[config.mk]
export PLATFORM = sky130hd
export DESIGN_NAME = ahb_cmd_master
export DESIGN_NICKNAME = d
export VERILOG_FILES = /design/src/rtl/ahb_pkg.sv /design/src/rtl/ahb_cmd_master.sv
export SDC_FILE = /design/constraint.sdc
export NUM_CORES = 1
export LEC_CHECK = 0
export ABC_AREA = 1
export CAP_MARGIN = 10
export CORE_MARGIN = 2
export CORE_UTILIZATION = 37
export DETAILED_ROUTE_END_ITERATION = 6
export PLACE_DENSITY = 0.86
export SLEW_MARGIN = 40
export SYNTH_ARGS = -nofsm -noshare
export SYNTH_HDL_FRONTEND = slang
export SYNTH_SLANG_ARGS = --single-unit
[constraint.sdc]
create_clock -name hclk -period 1.3 [get_ports hclk]
set_input_delay 0.195 -clock hclk [delete_from_list [all_inputs] [get_ports hclk]]
set_output_delay 0.195 -clock hclk [all_outputs]
set_load 0.05 [all_outputs]
[src/rtl/ahb_pkg.sv]
// rtl/ahb_pkg.sv - shared AHB encodings and the command-master FSM state type
package ahb_pkg;

  localparam logic [1:0] HTRANS_IDLE   = 2'b00;
  localparam logic [1:0] HTRANS_NONSEQ = 2'b10;

  localparam logic [2:0] HSIZE_BYTE = 3'b000;
  localparam logic [2:0] HSIZE_HALF = 3'b001;
  localparam logic [2:0] HSIZE_WORD = 3'b010;

  localparam logic [1:0] HRESP_OKAY  = 2'b00;
  localparam logic [1:0] HRESP_ERROR = 2'b01;

  typedef enum logic [1:0] {
    ST_IDLE = 2'b00,
    ST_ADDR = 2'b01,
    ST_DATA = 2'b10,
    ST_RESP = 2'b11
  } state_e;

endpackage

[src/rtl/ahb_cmd_master.sv]
// rtl/ahb_cmd_master.sv - single-outstanding AHB master driven by a command/response stream
// ALIGN_CHECK_EN: answer misaligned or oversized commands with an error without touching the bus.
module ahb_cmd_master
  import ahb_pkg::*;
#(
  parameter int ADDR_WIDTH = 16
) (
  input  logic                  hclk,
  input  logic                  hresetn,
  input  logic                  cmd_valid_i,
  output logic                  cmd_ready_o,
  input  logic                  cmd_write_i,
  input  logic [2:0]            cmd_size_i,
  input  logic [ADDR_WIDTH-1:0] cmd_addr_i,
  input  logic [31:0]           cmd_wdata_i,
  output logic                  rsp_valid_o,
  input  logic                  rsp_ready_i,
  output logic                  rsp_err_o,
  output logic [31:0]           rsp_rdata_o,
  output logic [1:0]            htrans_o,
  output logic [2:0]            hsize_o,
  output logic                  hwrite_o,
  output logic [ADDR_WIDTH-1:0] haddr_o,
  output logic [31:0]           hwdata_o,
  input  logic                  hready_i,
  input  logic [1:0]            hresp_i,
  input  logic [31:0]           hrdata_i
);

  state_e                state_q, state_d;
  logic                  write_q;
  logic [2:0]            size_q;
  logic [ADDR_WIDTH-1:0] addr_q;
  logic [31:0]           wdata_q;
  logic                  rsp_err_q, rsp_err_d;
  logic [31:0]           rsp_rdata_q, rsp_rdata_d;
  logic                  cmd_fire;
  logic                  misaligned;

  assign cmd_fire = cmd_valid_i && (state_q == ST_IDLE);

`ifdef ALIGN_CHECK_EN
  assign misaligned = (cmd_size_i > HSIZE_WORD) ||
                      ((cmd_size_i == HSIZE_HALF) && cmd_addr_i[0]) ||
                      ((cmd_size_i == HSIZE_WORD) && (cmd_addr_i[1:0] != 2'b00));
`else
  assign misaligned = 1'b0;
`endif

  always_comb begin
    state_d     = state_q;
    rsp_err_d   = rsp_err_q;
    rsp_rdata_d = rsp_rdata_q;
    case (state_q)
      ST_IDLE: begin
        if (cmd_valid_i) begin
          if (misaligned) begin
            state_d     = ST_RESP;
            rsp_err_d   = 1'b1;
            rsp_rdata_d = 32'h0;
          end else begin
            state_d = ST_ADDR;
          end
        end
      end
      ST_ADDR: begin
        if (hready_i) state_d = ST_DATA;
      end
      ST_DATA: begin
        // An ERROR beat with hready low is only the first half of the response.
        if (hready_i) begin
          state_d     = ST_RESP;
          rsp_err_d   = (hresp_i != HRESP_OKAY);
          rsp_rdata_d = write_q ? 32'h0 : hrdata_i;
        end
      end
      ST_RESP: begin
        if (rsp_ready_i) state_d = ST_IDLE;
      end
      default: state_d = ST_IDLE;
    endcase
  end

  always_ff @(posedge hclk or negedge hresetn) begin
    if (!hresetn) begin
      state_q     <= ST_IDLE;
      write_q     <= 1'b0;
      size_q      <= 3'b000;
      addr_q      <= '0;
      wdata_q     <= 32'h0;
      rsp_err_q   <= 1'b0;
      rsp_rdata_q <= 32'h0;
    end else begin
      state_q     <= state_d;
      rsp_err_q   <= rsp_err_d;
      rsp_rdata_q <= rsp_rdata_d;
      // Rejected commands leave the bus-facing address registers untouched.
      if (cmd_fire && !misaligned) begin
        write_q <= cmd_write_i;
        size_q  <= cmd_size_i;
        addr_q  <= cmd_addr_i;
        wdata_q <= cmd_wdata_i;
      end
    end
  end

  assign cmd_ready_o = (state_q == ST_IDLE);
  assign rsp_valid_o = (state_q == ST_RESP);
  assign rsp_err_o   = rsp_err_q;
  assign rsp_rdata_o = rsp_rdata_q;
  assign htrans_o    = (state_q == ST_ADDR) ? HTRANS_NONSEQ : HTRANS_IDLE;
  assign hsize_o     = size_q;
  assign hwrite_o    = write_q;
  assign haddr_o     = addr_q;
  assign hwdata_o    = (state_q == ST_DATA) ? wdata_q : 32'h0;

endmodule

==> metrics.md, run 1 <==
| Metric | Value |
|---|---|
| Post-synth top area cell | `dfrtp_1` |
| Die W | `~110 um` |
| DR vias | `around 4.1k` |
| Max-cap violations | `0` |
| Slew headroom | `about 43%` |
| Synth Warn # | `0` |
| Pwr Density | `between 2000 and 3000 mW/mm^2` |
| Period utilisation layout | `136%` |
| Leakage | `3.78 nW` |
| Post-Syn Nets | `559` |
| DIE AREA | `0.0113 mm^2` |
| RSZ-0062 raised after global routing | `yes` |
| Setup slack after layout | `-0.468 ns` |
| Failing checks | `setup timing` |
| Total power | `about 24 mW` |
| Final wirelength | `16200 um` |
| Max FO, Critical Path | `2` |
| Endpoints failing hold | `0` |
| Clock Latency Late Sink | `about 0.35 ns` |
| Register area share after synthesis | `between 50% and 60%` |
| DR WL/cell | `roughly 20 um` |
| Worst reg-to-reg path cell count | `11` |
| Clock Path Buffers | `2` |
| GRT Util Overall | `23.6%` |
| HP Start | `hrdata_i[7]` |
| Top Metal Used | `met4` |
| FF-to-FF End | `wdata_q[2]` |
| Wl on met1 | `5720 um` |
| Least-Margin Pin Slew | `between 0.8 and 0.9 ns` |
| Routed met2 length | `8540 um` |
| CTS sink count | `87` |
| Dominant cells by area after synthesis | `dfrtp_1 56%, nand2_1 20%, nand3_1 6.9%` |
| Vias per inst | `5.09` |
| Minimum clock period | `1.77 ns` |
| Cells after Synth | `463` |
| Core area | `0.0102 mm^2` |
| Hold Crit Class | `in -> reg` |
| Met3 Routed Length | `1220 um` |
| Area growth syn-to-layout | `117%` |
| DR pass1 iterations | `4` |
| Antenna violations before repair | `0` |
| Ant diodes | `0` |
| Largest net degree at the start of global routing | `47` |
| Final number of setup-violating endpoints | `122` |
| Final net count | `slightly below 800` |
| Max H-tree Level | `3` |
| Standard-cell rows | `37` |
| CP Class | `reg -> out` |
| Final TNS setup | `-38.64 ns` |
| Layout cells sized above 1 | `49.6%` |
| Synth Cell Area | `0.00386 mm^2` |
| Port Buffer Count | `178` |
| Syn_area_per_cell | `8.34 um^2` |
| Root Driver | `clkbuf_8` |
| Worst Hold Path EP | `rsp_rdata_o[7]` |
| Worst R2R Start | `state_q[0]` |
| Critical path endpoint category | `primary output` |
| Max-slew violations | `0` |
| DR DRC count | `0` |
| FF-to-FF setup slack | `-0.45 ns` |
| Total I/O pin count | `180` |
| CTS buffer count | `9` |
| CTS tree | `built` |
| DP HPWL | `9060 um` |
| DRT iter0 DRCs | `210` |
| Critical path data required time | `1.11 ns` |
| WHS Path Cells | `3` |
| Initial Util | `37.8%` |
| Area fraction of the dominant cell type after synthesis | `56.4%` |
| CP Launch Type | `flop` |
| Die Ht | `between 100 and 150 um` |
| Fmax | `566 MHz` |
| Reg clk slew, reported paths | `0.09 ns` |
| Antenna-violating nets left | `0` |
| Yosys reg bits | `87` |
| GPL Wtd Cong | `between 0.8 and 0.9` |
| GRT overflow | `0` |
| Clock Skew | `0.0141 ns` |
| Netlist cell types | `19` |
| Vias in the first global route | `between 4k and 5k` |
| Peak supply drop | `0.00181 V` |
| Status | `complete, but fails checks` |
| CP arrival | `1.57 ns` |
| First-pass GRT wire length | `20900 um` |
cell usage after synthesis:
cell type / number
buf_6: 6
o21bai_1: 1
clkbuf_1: 3
a21oi_1: 1
conb_1: 1
o21ai_1: 4
buf_4: 2
nand2_1: 207
nand2_4: 1
o21ai_0: 22
nand3_1: 53
inv_1: 38
dfrtp_1: 87
nand2_2: 1
o21ai_2: 7
ha_1: 5
or2_2: 1
buf_2: 21
nor2_1: 2
cell type report:
cell class	instances	area, um^2
clock buffers	10	128
inverters	38	268
multi-input cells	313	2200
well taps	136	170
flip-flops and latches	87	2180
clock inverters	4	120
fillers	516	1860
repair buffers	224	3310
kinds of logic (layout without fill, tap and decap cells):
family	after synthesis	count (layout)	synth area share (%)
compound gates	35	35	5.28
fa+ha+maj	5	5	1.62
buf+inv	70	276	8.84
flops	87	87	56.4
other cells	1	1	0.0971
simple gates	265	272	27.8
placed cells by master (no fill, tap or decap), types with 4 or more instances in the layout:
cell               n
nand2_1          108
buf_12            98
clkdlybuf4s50_1   88
dfrtp_1           87
nand2_2           57
nand2_4           42
clkinvlp_4        32
nand3_2           27
o21ai_1           25
nand3_1           23
buf_4             17
nand2_8            9
clkbuf_8           9
buf_6              9
o21ai_2            7
clkbuf_16          6
ha_4               4
bufinv_16          4
worst max-delay path: stages (launching register included):
cell	delay, ns
dfrtp_1	0.40
inv_2	0.07
buf_4	0.14
buf_6	0.10
buf_6	0.11
ha_4	0.16
buf_6	0.11
buf_12	0.14
repair_timing:
item,CTS,global route
cloned,5,11
hold buffers,1,0
buffers inserted,8,8
gates resized for setup,34,122
pin swaps,1,25
endpoints found under the hold margin,87,0
setup endpoints to repair,89,122
layer usage:
metal	global-route usage [%]	up-vias
met3	7.05	54
met4	9.30	0
met1	25.6	2018
met2	42.8	201
met5	0	-
li1	-	1858
flip-flops by register name, summed over array words and instances (netlist names):
name and cells:
hwrite_o 1, rsp_err_o 1, haddr_o 16, rsp_rdata_o 32, wdata_q 32, hsize_o 3, state_q 2
worst max path at each step:
stage	startpoint	end	slack [ns]	depth (start not counted)
after floorplan	state_q[0]	hwdata_o[10]	-0.09	6
after global placement	state_q[0]	hwrite_o	-0.06	6
after detailed placement	state_q[0]	hwrite_o	-0.09	6
after CTS	state_q[0]	hwdata_o[19]	-0.43	6
after global routing	state_q[0]	hwdata_o[19]	-0.54	6
final	state_q[0]	cmd_ready_o	-0.47	7
power by group:
part / internal, mW / total, mW / switching, mW
sequential: 3.95 / 5.59 / 1.65
clock: 1.45 / 2.40 / 0.946
combinational: 7.49 / 16.1 / 8.57
total: 12.9 / 24.0 / 11.2
stage by stage:
step | instances | hold slack [ns] | setup WS [ns] | cell area (um^2) | util, %
final | 812 | 0.388 | -0.468 | 8370 | 81.8
after floorplan | 463 | -0.101 | -0.0871 | 4340 | -
after global placement | 767 | 0.181 | -0.0558 | 7120 | 69.5
after detailed placement | 767 | 0.188 | -0.0881 | 7120 | 69.5
after CTS | 794 | 0.373 | -0.430 | 7660 | 74.9
after global routing | 812 | 0.386 | -0.538 | 8370 | 81.8
Power figures use the tool's default switching activity.
==> run 2, diff against run 1 <==
--- a/config.mk
+++ b/config.mk
@@ -11,6 +11,7 @@
 export CORE_UTILIZATION = 37
 export DETAILED_ROUTE_END_ITERATION = 6
 export PLACE_DENSITY = 0.86
+export RECOVER_POWER = 50
 export SLEW_MARGIN = 40
 export SYNTH_ARGS = -nofsm -noshare
 export SYNTH_HDL_FRONTEND = slang
==> run 2 against run 1 <==
  * The run still ends with setup timing left
  * First-iteration DRC count is 2.4% higher
  * Clock power hardly changed
  * Total power hardly changed
  * Utilization is 0.16 points lower
  * Hold slack worse by 0.0021 ns
  * Global-route usage stayed put
  * Setup slack worse by 0.0057 ns
  * Non-clock buffer count stayed put
  * Die area stayed put
==> metrics.md, run 2 (synthesis gave the netlist of run 1 again) <==
| Metric | Value |
|---|---|
| Status | `complete, but fails checks` |
| Failing checks | `setup timing` |
| Slew headroom | `43.4%` |
| Area growth syn-to-layout | `116%` |
| Leading cell type in the layout, fill and taps excluded | `nand2_1` |
| Finished Layout Cells | `812` |
| DIE AREA | `between 0.01 and 0.015 mm^2` |
| Antenna-violating nets left | `0` |
| Layout cells sized above 1 | `between 40% and 50%` |
| Multi-input logic area | `0.00220 mm^2` |
| CTS tree | `built` |
| Max-cap violations | `0` |
| Standard-cell rows | `37` |
| Final Util | `81.7%` |
| First-pass GRT wire length | `20900 um` |
| Max H-tree Level | `3` |
| Min Hold Slack | `0.386 ns` |
| Pwr Density | `approximately 2900 mW/mm^2` |
| Buf/Inv on CP | `6` |
| Hold Crit Class | `in -> reg` |
| Most frequent CP cell | `buf_6` |
| Setup slack after layout | `-0.474 ns` |
| Placed Instances | `767` |
| Port Buffer Count | `178` |
| Least-Margin Pin Slew | `0.849 ns` |
| Period utilisation layout | `136%` |
| FF/Latch Area | `about 0.0022 mm^2` |
| Core area | `0.0102 mm^2` |
| Vias per inst | `5.10` |
| WHS Path Cells | `3` |
| Endpoints failing hold | `0` |
| Reg clk slew, reported paths | `0.09 ns` |
| Fmax | `564 MHz` |
| DP Worst Slack | `-0.0881 ns` |
| Die W | `between 100 and 150 um` |
| Ant diodes | `0` |
| Antenna violations before repair | `0` |
| CP Launch Type | `flop` |
| DR vias | `4145` |
| CP Cell Sequence | `inv_2 > buf_4 > buf_6 > buf_6 > ha_4 > buf_6 > buf_12` |
| Clock Path Buffers | `2` |
| WP depth | `7` |
| Vias in the first global route | `roughly 4.2k` |
| Max-slew violations | `0` |
| Worst reg-to-reg path cell count | `10` |
| Dpl cell area | `just over 0.007 mm^2` |
| CTS buffer count | `9` |
| CTS sink count | `just under 90` |
| DRT iter0 DRCs | `215` |
| Initial Util | `37.8%` |
| Max FO, Critical Path | `2` |
| CP arrival | `1.58 ns` |
| GPL Wtd Cong | `0.818` |
| DR WL/cell | `20.1 um` |
| Leakage | `3.77 nW` |
| Total I/O pin count | `180` |
| DR pass1 iterations | `4` |
| Peak supply drop | `0.00181 V` |
| Largest net degree at the start of global routing | `47` |
| DR DRC count | `0` |
| Final number of setup-violating endpoints | `between 100 and 150` |
| GRT overflow | `0` |
| RSZ-0062 raised after global routing | `yes` |
| Critical path data required time | `between 1 and 1.5 ns` |
| DP HPWL | `9060 um` |
| Slowest cell on crit path | `dfrtp_1` |
| Root Driver | `clkbuf_8` |
| Final wirelength | `about 16000 um` |
| Clock Latency Late Sink | `about 0.35 ns` |
| Commonest non-fill, non-tap cells in the layout | `108 x nand2_1, 97 x buf_12, 88 x clkdlybuf4s50_1` |
| Minimum clock period | `1.77 ns` |
| Clock Skew | `0.0172 ns` |
| Critical path endpoint category | `primary output` |
| Final net count | `769` |
| CP top delay family | `buffers and inverters` |
| Slowest cell delay on critical path | `0.40 ns` |
| Final instance area | `between 0.008 and 0.009 mm^2` |
| Total power | `24.1 mW` |
| Die Ht | `106 um` |
| CP Class | `reg -> out` |
| GRT Util Overall | `between 20% and 30%` |
| Final TNS setup | `-39.23 ns` |
| Fill cells | `520` |
[run 2: cell types whose count changed in the layout (fill, tap and decap cells not counted), sizes merged]
cell    before  now
buf        129  126
clkbuf      16   19
[run 2: area by class of cell]
class | instances | area share, %
clock buffers | 10 | 1.53
clock inverters | 4 | 1.44
inverters | 38 | 3.21
multi-input cells | 313 | 26.3
flip-flops and latches | 87 | 26.1
well taps | 136 | 2.04
repair buffers | 224 | 39.4
[run 2: routing by layer]
metal  up-vias  routed length [um]  global-route usage [%]
li1       1858                   -                       -
met5         -                   0                       0
met3        56                1250                    7.05
met1      2017                5790                    25.6
met4         0                 711                    9.30
met2       214                8560                    42.8
[run 2: where the power goes]
group          leakage, nW  total [mW]  internal [mW]  switching, mW
registers             1.11        5.60           3.95           1.65
clock network        0.122        2.41           1.45          0.958
logic                 2.54        16.1           7.48           8.58
total                 3.77        24.1           12.9           11.2
[run 2: what timing repair did]
item | CTS | global route
buffers inserted | 8 | 8
pin swaps | 1 | 25
setup endpoints to repair | 89 | 122
gates cloned | 5 | 11
gates resized for setup | 34 | 122
hold buffers | 1 | 0
endpoints found under the hold margin | 87 | 0
[run 2: worst register-to-register path: cells and delay by family (launching register included)]
kind | cells | cell delay (ns)
simple gates | 3 | 0.37
flops | 1 | 0.42
buf+inv | 6 | 0.72
fa+ha+maj | 1 | 0.14
[run 2: path summary, 6_finish.rpt]
| check | slack [ns] | to | startpoint |
|---|---|---|---|
| hold reg to reg | 0.55 | rsp_rdata_o[30] | rsp_rdata_o[30] |
| setup reg to reg | -0.46 | wdata_q[17] | state_q[0] |
| setup / recovery | -0.47 | cmd_ready_o | state_q[0] |
| max in group asynchronous | 0.22 | rsp_rdata_o[20] | hresetn |
| hold / removal | 0.39 | rsp_rdata_o[7] | hrdata_i[7] |
| min in group asynchronous | 0.60 | wdata_q[6] | hresetn |
